File: src/rtl/pll_reconfig_ctrl_pkg.sv
// Shared state encoding, field widths, reset defaults and request type for the PLL reconfiguration controller.
package pll_reconfig_ctrl_pkg;
  localparam int ODIV_W  = 10;
  localparam int DUTY_W  = 10;
  localparam int PHASE_W = 13;

  localparam logic [ODIV_W-1:0]  DEF_ODIV  = 10'd100;
  localparam logic [DUTY_W-1:0]  DEF_DUTY  = 10'd100;
  localparam logic [PHASE_W-1:0] DEF_PHASE = 13'd16;

  typedef enum logic [2:0] {
    S_PWD, S_RST, S_WAIT_LOCK, S_STABLE, S_LOCKED, S_ERR
  } pll_state_e;

  typedef struct packed {
    logic [2:0]         sel;
    logic [ODIV_W-1:0]  odiv;
    logic [DUTY_W-1:0]  duty;
    logic [PHASE_W-1:0] phase;
  } cfg_req_t;

  // Duty is compared against twice the divider in 11 bits so 2*odiv cannot wrap.
  function automatic logic req_ok(input cfg_req_t r, input int num_out);
    return (int'(r.sel) < num_out) && (r.odiv != '0) && (r.duty != '0) &&
           ({1'b0, r.duty} < {r.odiv, 1'b0});
  endfunction
endpackage

File: src/rtl/pll_lock_sync.sv
// Two-flop synchronizer for the raw PLL lock plus a consecutive-high qualifier.
module pll_lock_sync #(
  parameter int LOCK_STABLE = 8
) (
  input  logic clk_tb,
  input  logic rst_n,
  input  logic pll_lock,
  input  logic clr,
  output logic lock_s,
  output logic stable
);
  localparam int HW = $clog2(LOCK_STABLE + 1);

  logic          meta;
  logic [HW-1:0] hi_cnt;

  always_ff @(posedge clk_tb or negedge rst_n) begin
    if (!rst_n) begin
      meta   <= 1'b0;
      lock_s <= 1'b0;
      hi_cnt <= '0;
    end else begin
      meta   <= pll_lock;
      lock_s <= meta;
      if (clr || !lock_s)                  hi_cnt <= '0;
      else if (hi_cnt != HW'(LOCK_STABLE)) hi_cnt <= hi_cnt + 1'b1;
    end
  end

  // High on the LOCK_STABLE-th consecutive synchronized high cycle.
  assign stable = lock_s && (hi_cnt >= HW'(LOCK_STABLE - 1));
endmodule

File: src/rtl/pll_reconfig_ctrl.sv
// PLL power-up / reconfiguration sequencer: PWD -> RST -> WAIT_LOCK -> STABLE -> LOCKED (+ ERR).
// Define PLL_RECONFIG_AUTO_RELOCK_EN to retry one reset sequence on a lock timeout before flagging err.
module pll_reconfig_ctrl
  import pll_reconfig_ctrl_pkg::*;
#(
  parameter int NUM_OUT      = 5,
  parameter int PWD_CYCLES   = 8,
  parameter int RST_CYCLES   = 16,
  parameter int LOCK_STABLE  = 8,
  parameter int LOCK_TIMEOUT = 65535
) (
  input  logic                       clk_tb,
  input  logic                       rst_n,
  input  logic                       pll_lock,
  input  logic                       cfg_valid,
  output logic                       cfg_ready,
  input  logic [2:0]                 cfg_sel,
  input  logic [ODIV_W-1:0]          cfg_odiv,
  input  logic [DUTY_W-1:0]          cfg_duty,
  input  logic [PHASE_W-1:0]         cfg_phase,
  output logic                       pll_pwd,
  output logic                       pll_rst,
  output logic                       rstodiv,
  output logic [ODIV_W*NUM_OUT-1:0]  dyn_odiv,
  output logic [DUTY_W*NUM_OUT-1:0]  dyn_duty,
  output logic [PHASE_W*NUM_OUT-1:0] dyn_phase,
  output logic                       locked,
  output logic                       done,
  output logic                       err,
  output logic [1:0]                 lock_lost_cnt
);
  localparam int CNT_MAX = (PWD_CYCLES > RST_CYCLES) ? PWD_CYCLES : RST_CYCLES;
  localparam int CNT_W   = $clog2(CNT_MAX + 1);
  localparam int TMO_W   = $clog2(LOCK_TIMEOUT + 1);

  pll_state_e                       state;
  logic [CNT_W-1:0]                 cnt;
  logic [TMO_W-1:0]                 tmo_cnt;
  logic [NUM_OUT-1:0][ODIV_W-1:0]   odiv_q;
  logic [NUM_OUT-1:0][DUTY_W-1:0]   duty_q;
  logic [NUM_OUT-1:0][PHASE_W-1:0]  phase_q;
  cfg_req_t                         req;
  logic                             xfer, req_good, lock_s, lock_stable, sync_clr;
`ifdef PLL_RECONFIG_AUTO_RELOCK_EN
  logic                             retried;
`endif

  assign req       = '{sel: cfg_sel, odiv: cfg_odiv, duty: cfg_duty, phase: cfg_phase};
  assign xfer      = cfg_valid && cfg_ready;
  assign req_good  = req_ok(req, NUM_OUT);
  assign sync_clr  = (state != S_WAIT_LOCK) && (state != S_STABLE);
  assign dyn_odiv  = odiv_q;
  assign dyn_duty  = duty_q;
  assign dyn_phase = phase_q;

  pll_lock_sync #(.LOCK_STABLE(LOCK_STABLE)) u_lock_sync (
    .clk_tb  (clk_tb),
    .rst_n   (rst_n),
    .pll_lock(pll_lock),
    .clr     (sync_clr),
    .lock_s  (lock_s),
    .stable  (lock_stable)
  );

  always_ff @(posedge clk_tb or negedge rst_n) begin
    if (!rst_n) begin
      state         <= S_PWD;
      cnt           <= '0;
      tmo_cnt       <= '0;
      pll_pwd       <= 1'b1;
      pll_rst       <= 1'b1;
      rstodiv       <= 1'b1;
      cfg_ready     <= 1'b0;
      locked        <= 1'b0;
      done          <= 1'b0;
      err           <= 1'b0;
      lock_lost_cnt <= '0;
      odiv_q        <= {NUM_OUT{DEF_ODIV}};
      duty_q        <= {NUM_OUT{DEF_DUTY}};
      phase_q       <= {NUM_OUT{DEF_PHASE}};
`ifdef PLL_RECONFIG_AUTO_RELOCK_EN
      retried       <= 1'b0;
`endif
    end else begin
      done <= 1'b0;
      if (xfer && req_good) begin
        odiv_q[req.sel]  <= req.odiv;
        duty_q[req.sel]  <= req.duty;
        phase_q[req.sel] <= req.phase;
        err       <= 1'b0;
        state     <= S_RST;
        cnt       <= '0;
        pll_rst   <= 1'b1;
        rstodiv   <= 1'b1;
        cfg_ready <= 1'b0;
        locked    <= 1'b0;
`ifdef PLL_RECONFIG_AUTO_RELOCK_EN
        retried   <= 1'b0;
`endif
      end else begin
        // A rejected request is consumed and only flags err; the state machine carries on.
        if (xfer) err <= 1'b1;
        unique case (state)
          S_PWD:
            if (cnt == CNT_W'(PWD_CYCLES - 1)) begin
              state   <= S_RST;
              cnt     <= '0;
              pll_pwd <= 1'b0;
            end else cnt <= cnt + 1'b1;
          S_RST:
            if (cnt == CNT_W'(RST_CYCLES - 1)) begin
              state   <= S_WAIT_LOCK;
              pll_rst <= 1'b0;
              rstodiv <= 1'b0;
              tmo_cnt <= '0;
            end else cnt <= cnt + 1'b1;
          S_WAIT_LOCK:
            if (lock_s) state <= S_STABLE;
            else if (tmo_cnt == TMO_W'(LOCK_TIMEOUT - 1)) begin
`ifdef PLL_RECONFIG_AUTO_RELOCK_EN
              if (!retried) begin
                retried <= 1'b1;
                state   <= S_RST;
                cnt     <= '0;
                pll_rst <= 1'b1;
                rstodiv <= 1'b1;
              end else begin
                state     <= S_ERR;
                err       <= 1'b1;
                cfg_ready <= 1'b1;
              end
`else
              state     <= S_ERR;
              err       <= 1'b1;
              cfg_ready <= 1'b1;
`endif
            end else tmo_cnt <= tmo_cnt + 1'b1;
          // Falling back to WAIT_LOCK keeps the timeout count running.
          S_STABLE:
            if (!lock_s) state <= S_WAIT_LOCK;
            else if (lock_stable) begin
              state     <= S_LOCKED;
              locked    <= 1'b1;
              done      <= 1'b1;
              cfg_ready <= 1'b1;
`ifdef PLL_RECONFIG_AUTO_RELOCK_EN
              retried   <= 1'b0;
`endif
            end
          S_LOCKED:
            if (!lock_s) begin
              state     <= S_WAIT_LOCK;
              locked    <= 1'b0;
              cfg_ready <= 1'b0;
              tmo_cnt   <= '0;
              if (lock_lost_cnt != 2'd3) lock_lost_cnt <= lock_lost_cnt + 2'd1;
            end
          S_ERR: ;
          default: state <= S_PWD;
        endcase
      end
    end
  end
endmodule

File: config.mk
export PLATFORM = sky130hd
export DESIGN_NAME = pll_reconfig_ctrl
export DESIGN_NICKNAME = d
export VERILOG_FILES = /design/src/rtl/pll_reconfig_ctrl_pkg.sv /design/src/rtl/pll_lock_sync.sv /design/src/rtl/pll_reconfig_ctrl.sv
export SDC_FILE = /design/constraint.sdc
export NUM_CORES = 1
export LEC_CHECK = 0
export CORE_MARGIN = 2
export CORE_UTILIZATION = 30
export DETAILED_ROUTE_END_ITERATION = 12
export DONT_BUFFER_PORTS = 1
export PLACE_DENSITY = 0.51
export SLEW_MARGIN = 5
export SYNTH_ARGS = -nofsm -noshare
export SYNTH_HDL_FRONTEND = slang
export SYNTH_HIERARCHICAL = 1
export SYNTH_SLANG_ARGS = --single-unit
File: constraint.sdc
create_clock -name clk_tb -period 2.1 [get_ports clk_tb]
set_input_delay 0.42 -clock clk_tb [delete_from_list [all_inputs] [get_ports clk_tb]]
set_output_delay 0.42 -clock clk_tb [all_outputs]
set_load 0.1 [all_outputs]
**Yosys cells after proc, flatten, opt, wreduce, memory -nomap -nowiden**

Index checks and enable logic that the tools add are counted.

- Register bits: 203
- Input port bits: 40
- Output and inout bits: 174

- Add/subtract/negate cells: 4
- $lt $le $gt $ge: 5
- Equality and inequality tests: 27
- Muxes and demuxes: 48
- Bitwise logic cells: 2
- Reductions and logical operators: 28

Operator list:

| operator | number |
|---|---|
| $bwmux 50 | 2 |
| $bwmux 65 | 1 |
| $mux 16 | 4 |
| $pmux 16 s3 | 1 |
| $demux 13 s3 | 1 |
| $demux 10 s3 | 1 |
| $mux 3 | 8 |
| $ne 3x3->1 const B | 7 |
| $reduce_bool 10->1 | 2 |
| $mux 1 | 19 |
| $pmux 3 s6 | 1 |
| $reduce_and 6->1 | 3 |
| $add 16x1->16 const B | 1 |
| $eq 16x16->1 const B | 1 |
| $mux 5 | 3 |
| $mux 13 | 1 |
| $ne 2x2->1 const B | 6 |
| $lt 10x11->1 | 1 |
| $mux 10 | 1 |
| $pmux 5 s2 | 1 |
| $ne 3x2->1 const B | 3 |
| $reduce_bool 3->1 | 3 |
| $logic_and 1x1->1 | 8 |
| $mux 4 | 2 |
| 25 further kinds | 33 |

**Depth between registers and ports, before layout**

- Depth in word-level cells: 7
- Gate-level depth with buffers: 11
- Depth with buffers taken out: 9

**Modules after synthesis**

Netlist, hierarchy kept.

Modules (own cells, without submodules):

| module | instances | cells an instance | area each (µm²) | sequential area each (µm²) |
|---|---|---|---|---|
| pll_reconfig_ctrl | 1 | 594 | 8525.7 | 4976.0 |
| pll_lock_sync | 1 | 24 | 282.8 | 150.1 |

**Worst setup path before layout**

Ideal clock, no wire load.

- Path type: register to register
- From: reg cfg_ready
- To: reg duty_q (netlist bit dyn_duty[0])
- Setup time: 0.128 ns
- Arrival time: 2.579 ns
- Slack: -0.607 ns
- Stages on the path, launching flop included: 10
- Buffers on the path: 3
- Clock period less this slack: 2.707 ns
- Cells stage by stage: dfrtp_1 -> nand2_1 -> a2111oi_2 -> nand3_1 -> a41oi_1 -> buf_2 -> and3b_1 -> buf_4 -> buf_6 -> mux2_1

- Word-level cells in the longest chain between the ends: 2

RTL lines:

| item | RTL line | RTL |
|---|---|---|
| from (decl) | pll_reconfig_ctrl.sv:16 | `output logic cfg_ready,` |
| from (signal assigned) | pll_reconfig_ctrl.sv:73 | `cfg_ready <= 1'b0;` |
| from (signal assigned) | pll_reconfig_ctrl.sv:95 | `cfg_ready <= 1'b0;` |
| from (signal assigned) | pll_reconfig_ctrl.sv:135 | `cfg_ready <= 1'b1;` |
| $logic_and 1x1->1 | pll_reconfig_ctrl.sv:49 | `assign xfer = cfg_valid && cfg_ready;` |
| $logic_and 1x1->1 | pll_reconfig_ctrl.sv:86 | `if (xfer && req_good) begin` |
| to (signal assigned) | pll_reconfig_ctrl.sv:79 | `duty_q <= {NUM_OUT{DEF_DUTY}};` |
| to (signal, indexed assignment) | pll_reconfig_ctrl.sv:88 | `duty_q[req.sel] <= req.duty;` |
| to (decl) | pll_reconfig_ctrl.sv:40 | `logic [NUM_OUT-1:0][DUTY_W-1:0] duty_q;` |

No other way between the ends.
A chain may end at the register's enable or synchronous reset.

**Worst setup path in the final report**

- From: reg cfg_ready
- To: reg odiv_q (netlist bit dyn_odiv[34])

- Word-level cells in the longest chain between the ends: 2

RTL lines:

| item | RTL line | RTL |
|---|---|---|
| $logic_and 1x1->1 | pll_reconfig_ctrl.sv:49 |  |
| $logic_and 1x1->1 | pll_reconfig_ctrl.sv:86 |  |
| to (signal assigned) | pll_reconfig_ctrl.sv:78 | `odiv_q <= {NUM_OUT{DEF_ODIV}};` |
| to (signal, indexed assignment) | pll_reconfig_ctrl.sv:87 | `odiv_q[req.sel] <= req.odiv;` |
| to (decl) | pll_reconfig_ctrl.sv:39 | `logic [NUM_OUT-1:0][ODIV_W-1:0] odiv_q;` |

No other way between the ends.

==> impl_metrics.env <==
export IMPL_place_hpwl_um=15990
export IMPL_pwr_density_cell_nw_per_um2=1718
export IMPL_grt_overflow_total=0
export IMPL_buffer_ports_inserted=0
export IMPL_timing_final_setup_violations=6
export IMPL_synth_largest_area_cell="sky130_fd_sc_hd__dfrtp_1"
export IMPL_rsz0062_at_grt="true"
export IMPL_num_io_pins=214
export IMPL_postLayoutCoreUtil=0.4033
export IMPL_max_freq_mhz=475.6
export IMPL_grt_antenna_before_repair=0
export IMPL_wl_per_cell_um=22.88
export IMPL_failed_checks="hold timing, setup timing"
export IMPL_chipWidth_um=175.4
export IMPL_synth_async_reset_ratio=1.000
export IMPL_finClkSkew_ns=0.01250
export IMPL_path_clk_slew_ns=0.06
export IMPL_crit_required_ns=2.50
export IMPL_cts_htree_levels=1
export IMPL_via_per_inst=4.932
export IMPL_final_design_area_no_fill_um2=11610
export IMPL_grt_usage=0.1532
export IMPL_maximum_number_of_pins_on_one_net_before_global_route_repair=204
export IMPL_area_growth_syn_to_layout_pct=31.76
export IMPL_post_synth_top_area_fraction=0.4716
export IMPL_run_status="finished, violations left"
export IMPL_die_h_um=175.4
export IMPL_synth_flop_cell="sky130_fd_sc_hd__dfrtp_1"
export IMPL_cts_tree="done"
export IMPL_fin_hold_ws_ns=-0.3994
export IMPL_worst_setup_path_start_kind="flip-flop"
export IMPL_antenna_cells=0
export IMPL_vdd_ir_drop_worst_mv=1.004
export IMPL_synth_cell_area_um2=8808
export IMPL_timing_worst_setup_path_type="flip-flop to flip-flop"
export IMPL_placement_rows=62
export IMPL_drt_first_pass_iters=4
export IMPL_vias=5400
export IMPL_ys_types=51
export IMPL_cp_arrival_ns=2.50
export IMPL_cap_viol_max_count=0
export IMPL_finalCritPeriodShare=1.001
export IMPL_num_fill_cells=2649
export IMPL_synth_cells=618
export IMPL_grt_first_pass_wirelength_um=36960
export IMPL_power_leakage_uw=0.005169
export IMPL_routabilityCongestion=0.8295
export IMPL_remaining_number_of_nets_flagged_by_the_antenna_check_after_routing=0
export IMPL_synth_warning_count=6
export IMPL_edff_count_synth=0
export IMPL_clockBufferDepth=3
export IMPL_detailed_place_area_um2=9926
export IMPL_drt_iter0_drc=189
export IMPL_cts_buffers_inserted=24
export IMPL_slew_headroom=0.3264
export IMPL_finalMaxSlewViolations=0
export IMPL_post_route_cells_drive_above_1_share=0.4824
export IMPL_floorplan_initialDensity=0.3061
export IMPL_root_buf_cell="sky130_fd_sc_hd__clkbuf_16"
export IMPL_tightestPinTransition_ns=1.010
export IMPL_cts_sinks=203
export IMPL_synth_fp_nets=673
export IMPL_post_cts_hold_buffer_count=1
export IMPL_core_area_um2=28780
export IMPL_finalWirelength_um=25060
export IMPL_post_synth_cell_area_avg_um2=14.25
export IMPL_ys_seq_area_frac=0.5820
export IMPL_final_hold_viol_count=185
export IMPL_critical_path_endpoint_type="flip-flop"
export IMPL_clock_insertion_delay_worst_skew_ns=0.52
export IMPL_worstHoldPathType="input port to async pin"
export IMPL_vias_in_the_first_global_route=5900
export IMPL_crit_fanout=6
export IMPL_drc=0
export IMPL_die_area_um2=30750
export IMPL_post_route_min_period_ns=2.103
export IMPL_yosys_register_bits=203
export IMPL_finish_net_count=748
export IMPL_synth_area_top_cells="sky130_fd_sc_hd__dfrtp_1, sky130_fd_sc_hd__mux2_1, sky130_fd_sc_hd__dfstp_2, sky130_fd_sc_hd__ha_1, sky130_fd_sc_hd__buf_6"
export IMPL_fin_ws_ns=-0.002705
synth_stat cells (2+ instances only):
master and n:
sky130_fd_sc_hd__a21o_1 3, sky130_fd_sc_hd__a21oi_1 14, sky130_fd_sc_hd__a31oi_1 4, sky130_fd_sc_hd__a41oi_1 2
sky130_fd_sc_hd__and2_1 3, sky130_fd_sc_hd__and3_1 10, sky130_fd_sc_hd__buf_2 5, sky130_fd_sc_hd__buf_4 8
sky130_fd_sc_hd__buf_6 15, sky130_fd_sc_hd__clkbuf_1 4, sky130_fd_sc_hd__dfrtp_1 166, sky130_fd_sc_hd__dfstp_2 37
sky130_fd_sc_hd__ha_1 15, sky130_fd_sc_hd__inv_1 15, sky130_fd_sc_hd__mux2_1 166, sky130_fd_sc_hd__mux2i_1 3
sky130_fd_sc_hd__nand2_1 14, sky130_fd_sc_hd__nand2b_1 6, sky130_fd_sc_hd__nand3_1 18, sky130_fd_sc_hd__nand4_1 5
sky130_fd_sc_hd__nor2_1 29, sky130_fd_sc_hd__nor2b_1 6, sky130_fd_sc_hd__nor3_1 3, sky130_fd_sc_hd__nor4_1 6
sky130_fd_sc_hd__o21a_1 4, sky130_fd_sc_hd__o21ai_0 2, sky130_fd_sc_hd__o21ai_1 4, sky130_fd_sc_hd__o31ai_1 11
sky130_fd_sc_hd__o31ai_2 8, sky130_fd_sc_hd__o31ai_4 7, sky130_fd_sc_hd__o41ai_2 2, sky130_fd_sc_hd__or2_2 2
sky130_fd_sc_hd__xnor2_1 2, sky130_fd_sc_hd__xor2_1 2
cell usage in the layout, fill, tap and decap left out, types with 4 or more instances in the layout:
cell type	count
sky130_fd_sc_hd__dfrtp_1	165
sky130_fd_sc_hd__mux2_4	135
sky130_fd_sc_hd__buf_4	48
sky130_fd_sc_hd__dfstp_2	37
sky130_fd_sc_hd__clkbuf_16	32
sky130_fd_sc_hd__mux2_1	31
sky130_fd_sc_hd__nor2_1	29
sky130_fd_sc_hd__nand3_1	17
sky130_fd_sc_hd__buf_12	17
sky130_fd_sc_hd__a21oi_1	14
sky130_fd_sc_hd__inv_1	13
sky130_fd_sc_hd__nand2_1	12
sky130_fd_sc_hd__o31ai_4	12
sky130_fd_sc_hd__ha_1	11
sky130_fd_sc_hd__o31ai_1	8
sky130_fd_sc_hd__and3_1	7
sky130_fd_sc_hd__clkinv_2	7
sky130_fd_sc_hd__nand2b_1	6
sky130_fd_sc_hd__o31ai_2	6
sky130_fd_sc_hd__nand4_1	5
sky130_fd_sc_hd__nor4_1	5
sky130_fd_sc_hd__nor2b_1	5
sky130_fd_sc_hd__inv_6	4
sky130_fd_sc_hd__o21a_1	4
sky130_fd_sc_hd__o21ai_1	4
sky130_fd_sc_hd__a31oi_1	4
sky130_fd_sc_hd__buf_16	4
sky130_fd_sc_hd__buf_6	4
final timing paths:
kind,startpoint,endpoint,slack (ns),cells after the start
setup reg to reg,cfg_ready$_DFFE_PN0P_,dyn_odiv[34]$_DFFE_PN0P_,-0.003,9
setup / recovery,cfg_ready$_DFFE_PN0P_,dyn_odiv[34]$_DFFE_PN0P_,-0.003,9
min in group clk_tb,cfg_phase[9],dyn_phase[9]$_DFFE_PN0P_,0.04,1
hold reg to reg,u_lock_sync/meta$_DFF_PN0_,u_lock_sync/lock_s$_DFF_PN0_,0.35,0
hold / removal,rst_n,dyn_duty[3]$_DFFE_PN0P_,-0.40,0
max in group asynchronous,rst_n,cfg_ready$_DFFE_PN0P_,2.00,0
area by class of cell:
class / count / area [um2] / share of cell area
flip-flops and latches: 203 / 5127 / 0.4418
clock inverters: 15 / 166.4 / 0.01434
repair buffers: 82 / 1056 / 0.09099
clock buffers: 29 / 650.6 / 0.05606
inverters: 15 / 63.81 / 0.005498
multi-input cells: 367 / 4061 / 0.3499
well taps: 384 / 480.5 / 0.04140
sequential cells by signal, summed over array words and instances, names as in the netlist, 2 cells and up:
name,count
dyn_odiv,50
u_lock_sync/hi_cnt,4
dyn_duty,50
cnt,5
state,3
lock_lost_cnt,2
dyn_phase,65
tmo_cnt,16
through the flow:
stage	power, uW	hold slack [ns]	cells	setup TNS [ns]	worst slack, ns
3_3_place_gp	14960	0.1288	1026	-74.82	-0.4740
5_1_grt	20620	-0.4248	1095	-7.718	-0.1010
6_report	19940	-0.3994	1095	-0.005968	-0.002705
4_1_cts	19570	-0.4200	1084	-0.2071	-0.01415
3_5_place_dp	15130	0.1287	1026	-79.14	-0.5000
2_1_floorplan	14110	0.1244	618	-40.77	-0.2885
routing by layer:
metal	up-vias	global-route usage	part of all wire
met1	2827	0.1861	0.41
met2	165	0.2666	0.49
met3	32	0.04481	0.077
met5	-	0	0
li1	2376	-	-
met4	0	0.03819	0.017
power by group:
part / switching, uW / total, uW / internal (uW)
combinational: 1390 / 3270 / 1880
sequential: 7310 / 12400 / 5070
clock: 1710 / 4300 / 2590
critical path: stages, from the launching register on:
cell and delay, ns:
sky130_fd_sc_hd__dfrtp_2 0.38, sky130_fd_sc_hd__nand2_4 0.08, sky130_fd_sc_hd__a2111oi_4 0.22, sky130_fd_sc_hd__nand3_2 0.13, sky130_fd_sc_hd__a41oi_4 0.20, sky130_fd_sc_hd__buf_6 0.14, sky130_fd_sc_hd__and4b_2 0.26, sky130_fd_sc_hd__buf_6 0.14
sky130_fd_sc_hd__buf_16 0.14, sky130_fd_sc_hd__mux2_4 0.30
kinds of logic after synthesis:
logic type,after synthesis,synth area share
adder cells (fa/ha/maj),15,0.02131
AND/OR/NAND/NOR,112,0.06847
XOR/XNOR,4,0.003978
flip-flops,203,0.5820
buffers and inverters,48,0.03863
AO/OA/AOI/OAI,67,0.07003
multiplexers,169,0.2156
what timing repair did:
action | 4_1_cts | 5_1_grt
buffers inserted | 10 | 5
pin swaps | 7 | 7
endpoints found under the hold margin | 204 | 203
gates resized for setup | 22 | 92
gates cloned | 5 | 7
setup endpoints to repair | 181 | 170
(Power assumes the default switching activity.)
==> patch: new RTL, same settings <==
Register the output `lock_lost_cnt` once more, without a reset; this adds one clock of latency there. The other outputs are not delayed to match.
--- a/src/rtl/pll_reconfig_ctrl.sv
+++ b/src/rtl/pll_reconfig_ctrl.sv
@@ -32,6 +32,8 @@
   localparam int CNT_MAX = (PWD_CYCLES > RST_CYCLES) ? PWD_CYCLES : RST_CYCLES;
   localparam int CNT_W   = $clog2(CNT_MAX + 1);
   localparam int TMO_W   = $clog2(LOCK_TIMEOUT + 1);
+
+  logic [1:0] lock_lost_cnt_s0;
 
   pll_state_e                       state;
   logic [CNT_W-1:0]                 cnt;
@@ -74,7 +76,7 @@
       locked        <= 1'b0;
       done          <= 1'b0;
       err           <= 1'b0;
-      lock_lost_cnt <= '0;
+      lock_lost_cnt_s0 <= '0;
       odiv_q        <= {NUM_OUT{DEF_ODIV}};
       duty_q        <= {NUM_OUT{DEF_DUTY}};
       phase_q       <= {NUM_OUT{DEF_PHASE}};
@@ -153,7 +155,7 @@
               locked    <= 1'b0;
               cfg_ready <= 1'b0;
               tmo_cnt   <= '0;
-              if (lock_lost_cnt != 2'd3) lock_lost_cnt <= lock_lost_cnt + 2'd1;
+              if (lock_lost_cnt_s0 != 2'd3) lock_lost_cnt_s0 <= lock_lost_cnt_s0 + 2'd1;
             end
           S_ERR: ;
           default: state <= S_PWD;
@@ -161,5 +163,9 @@
       end
     end
   end
+  always_ff @(posedge clk_tb) begin
+    lock_lost_cnt <= lock_lost_cnt_s0;
+  end
+
 endmodule
 
Check against the original RTL: no difference found for any inputs over 10 cycles, from zero or initial values and one cycle with rst_n low; that may be too few to reach the edited logic, so the function may still have changed.
==> patch against the original RTL <==
- the flow still finishes with violations (negative hold slack, negative setup slack)
- die area down 1.1%
- hold slack worse by 0.0064 ns
- total power down 0.23%
- routed wire length up 5.3%
- first-iteration DRC count up 40%
- synthesized area down 1.1%
- design area up 1.7%
- via count up 2.9%
- non-clock buffer count down 2
- sequential power about the same
- sequential cell count up 2
- fmax down 2.5%
- utilization up 0.91 points
- worst setup slack worse by 0.055 ns
- highest routed layer unchanged
==> patch: results <==
placement:
  dp_hpwl_um: 15760
  place.gp.congestion: 0.7764
  dpl_cell_area_sq_um: 9736
  dp.cells: 1028
  place_ws_ns: -0.4471
global_routing:
  met2_usage_pct: 24.49
  grt_pass1_vias: 5720
  gr-usage-met1_pct: 18.96
  gr-usage-all-layers_pct: 15.00
synthesis:
  synthXorXnorAreaFrac_pct: 0.4021
  muxShareOfSynthArea_pct: 21.82
  ys_types: 49
  synthTopCellsByCount: "dfrtp_1 (166), mux2_1 (156), dfstp_2 (37), nor2_1 (35)"
  synth_area_leaders: "dfrtp_1 (48%), mux2_1 (20%), dfstp_2 (11%)"
  synth_fa_ha_area_share_pct: 2.154
  syn-num-nets: 681
  synth-compound-area-share_pct: 5.457
layout:
  final.fill_count: 2602
  buffers: 80
  clk_share_pct: 7.219
  num-nonclk-inverters: 13
  regArea_sq_um: 5167
  n_clock_buffer: 33
timing:
  setup_viol: 5
  worst_slack_ns: -0.05754
  holdWs_ns: -0.4058
  hold_violations: 203
detailed_routing:
  met3_length_um: 2202
  m1WireLength_um: 10710
  first_iter_violations: 264
  route.met2.wl_um: 12700
  wl_um: 26380
  viasPerCell: 5.056
worst_setup_path:
  cpPeakStageDelay_ns: 0.40
  cp_slowest_cell: "o41ai_4"
  crit_fanout: 8
  regToRegStartpoint: "cnt[0]"
  r2r-end: "tmo_cnt[10]"
outcome:
  violations: "negative hold slack, negative setup slack"
  status: "complete, but fails checks"
power:
  ir_drop_mv: 1.025
  p_clk_uw: 4450
  clkPwrFrac_pct: 22.4
  p_switching_uw: 10180
  pg_comb_uw: 3000
  power.leakage_uw: 0.005218
clock_tree:
  cts_sinks: 205
[patch: cell count changes in the layout (fill, tap and decap cells not counted), moves of 5 or more]
cell	unedited run	this run
o41ai_4	1	9
o31ai_1	8	3
buf_8	1	7
nor2_1	29	34
buf_4	48	42
mux2_1	31	2
mux2_4	135	163
nand3_1	17	12
o31ai_4	12	0
[patch: how the worst max path moves through the flow]
| stage | endpoint | slack (ns) | cells after the start |
|---|---|---|---|
| 5_1_grt | tmo_cnt[10] | -0.16 | 10 |
| 3_5_place_dp | dyn_duty[30] | -0.45 | 9 |
| 6_report | tmo_cnt[10] | -0.06 | 10 |
| 3_3_place_gp | dyn_duty[40] | -0.42 | 9 |
| 4_1_cts | tmo_cnt[10] | -0.009 | 10 |
| 2_1_floorplan | dyn_duty[33] | -0.32 | 10 |
[patch: repair_timing]
action / in CTS / in global routing
gates cloned: 2 / 13
setup buffers: 4 / 10
gates resized for setup: 26 / 162
hold endpoints to repair: 204 / 203
pin swaps: 6 / 15
setup endpoints to repair: 177 / 173
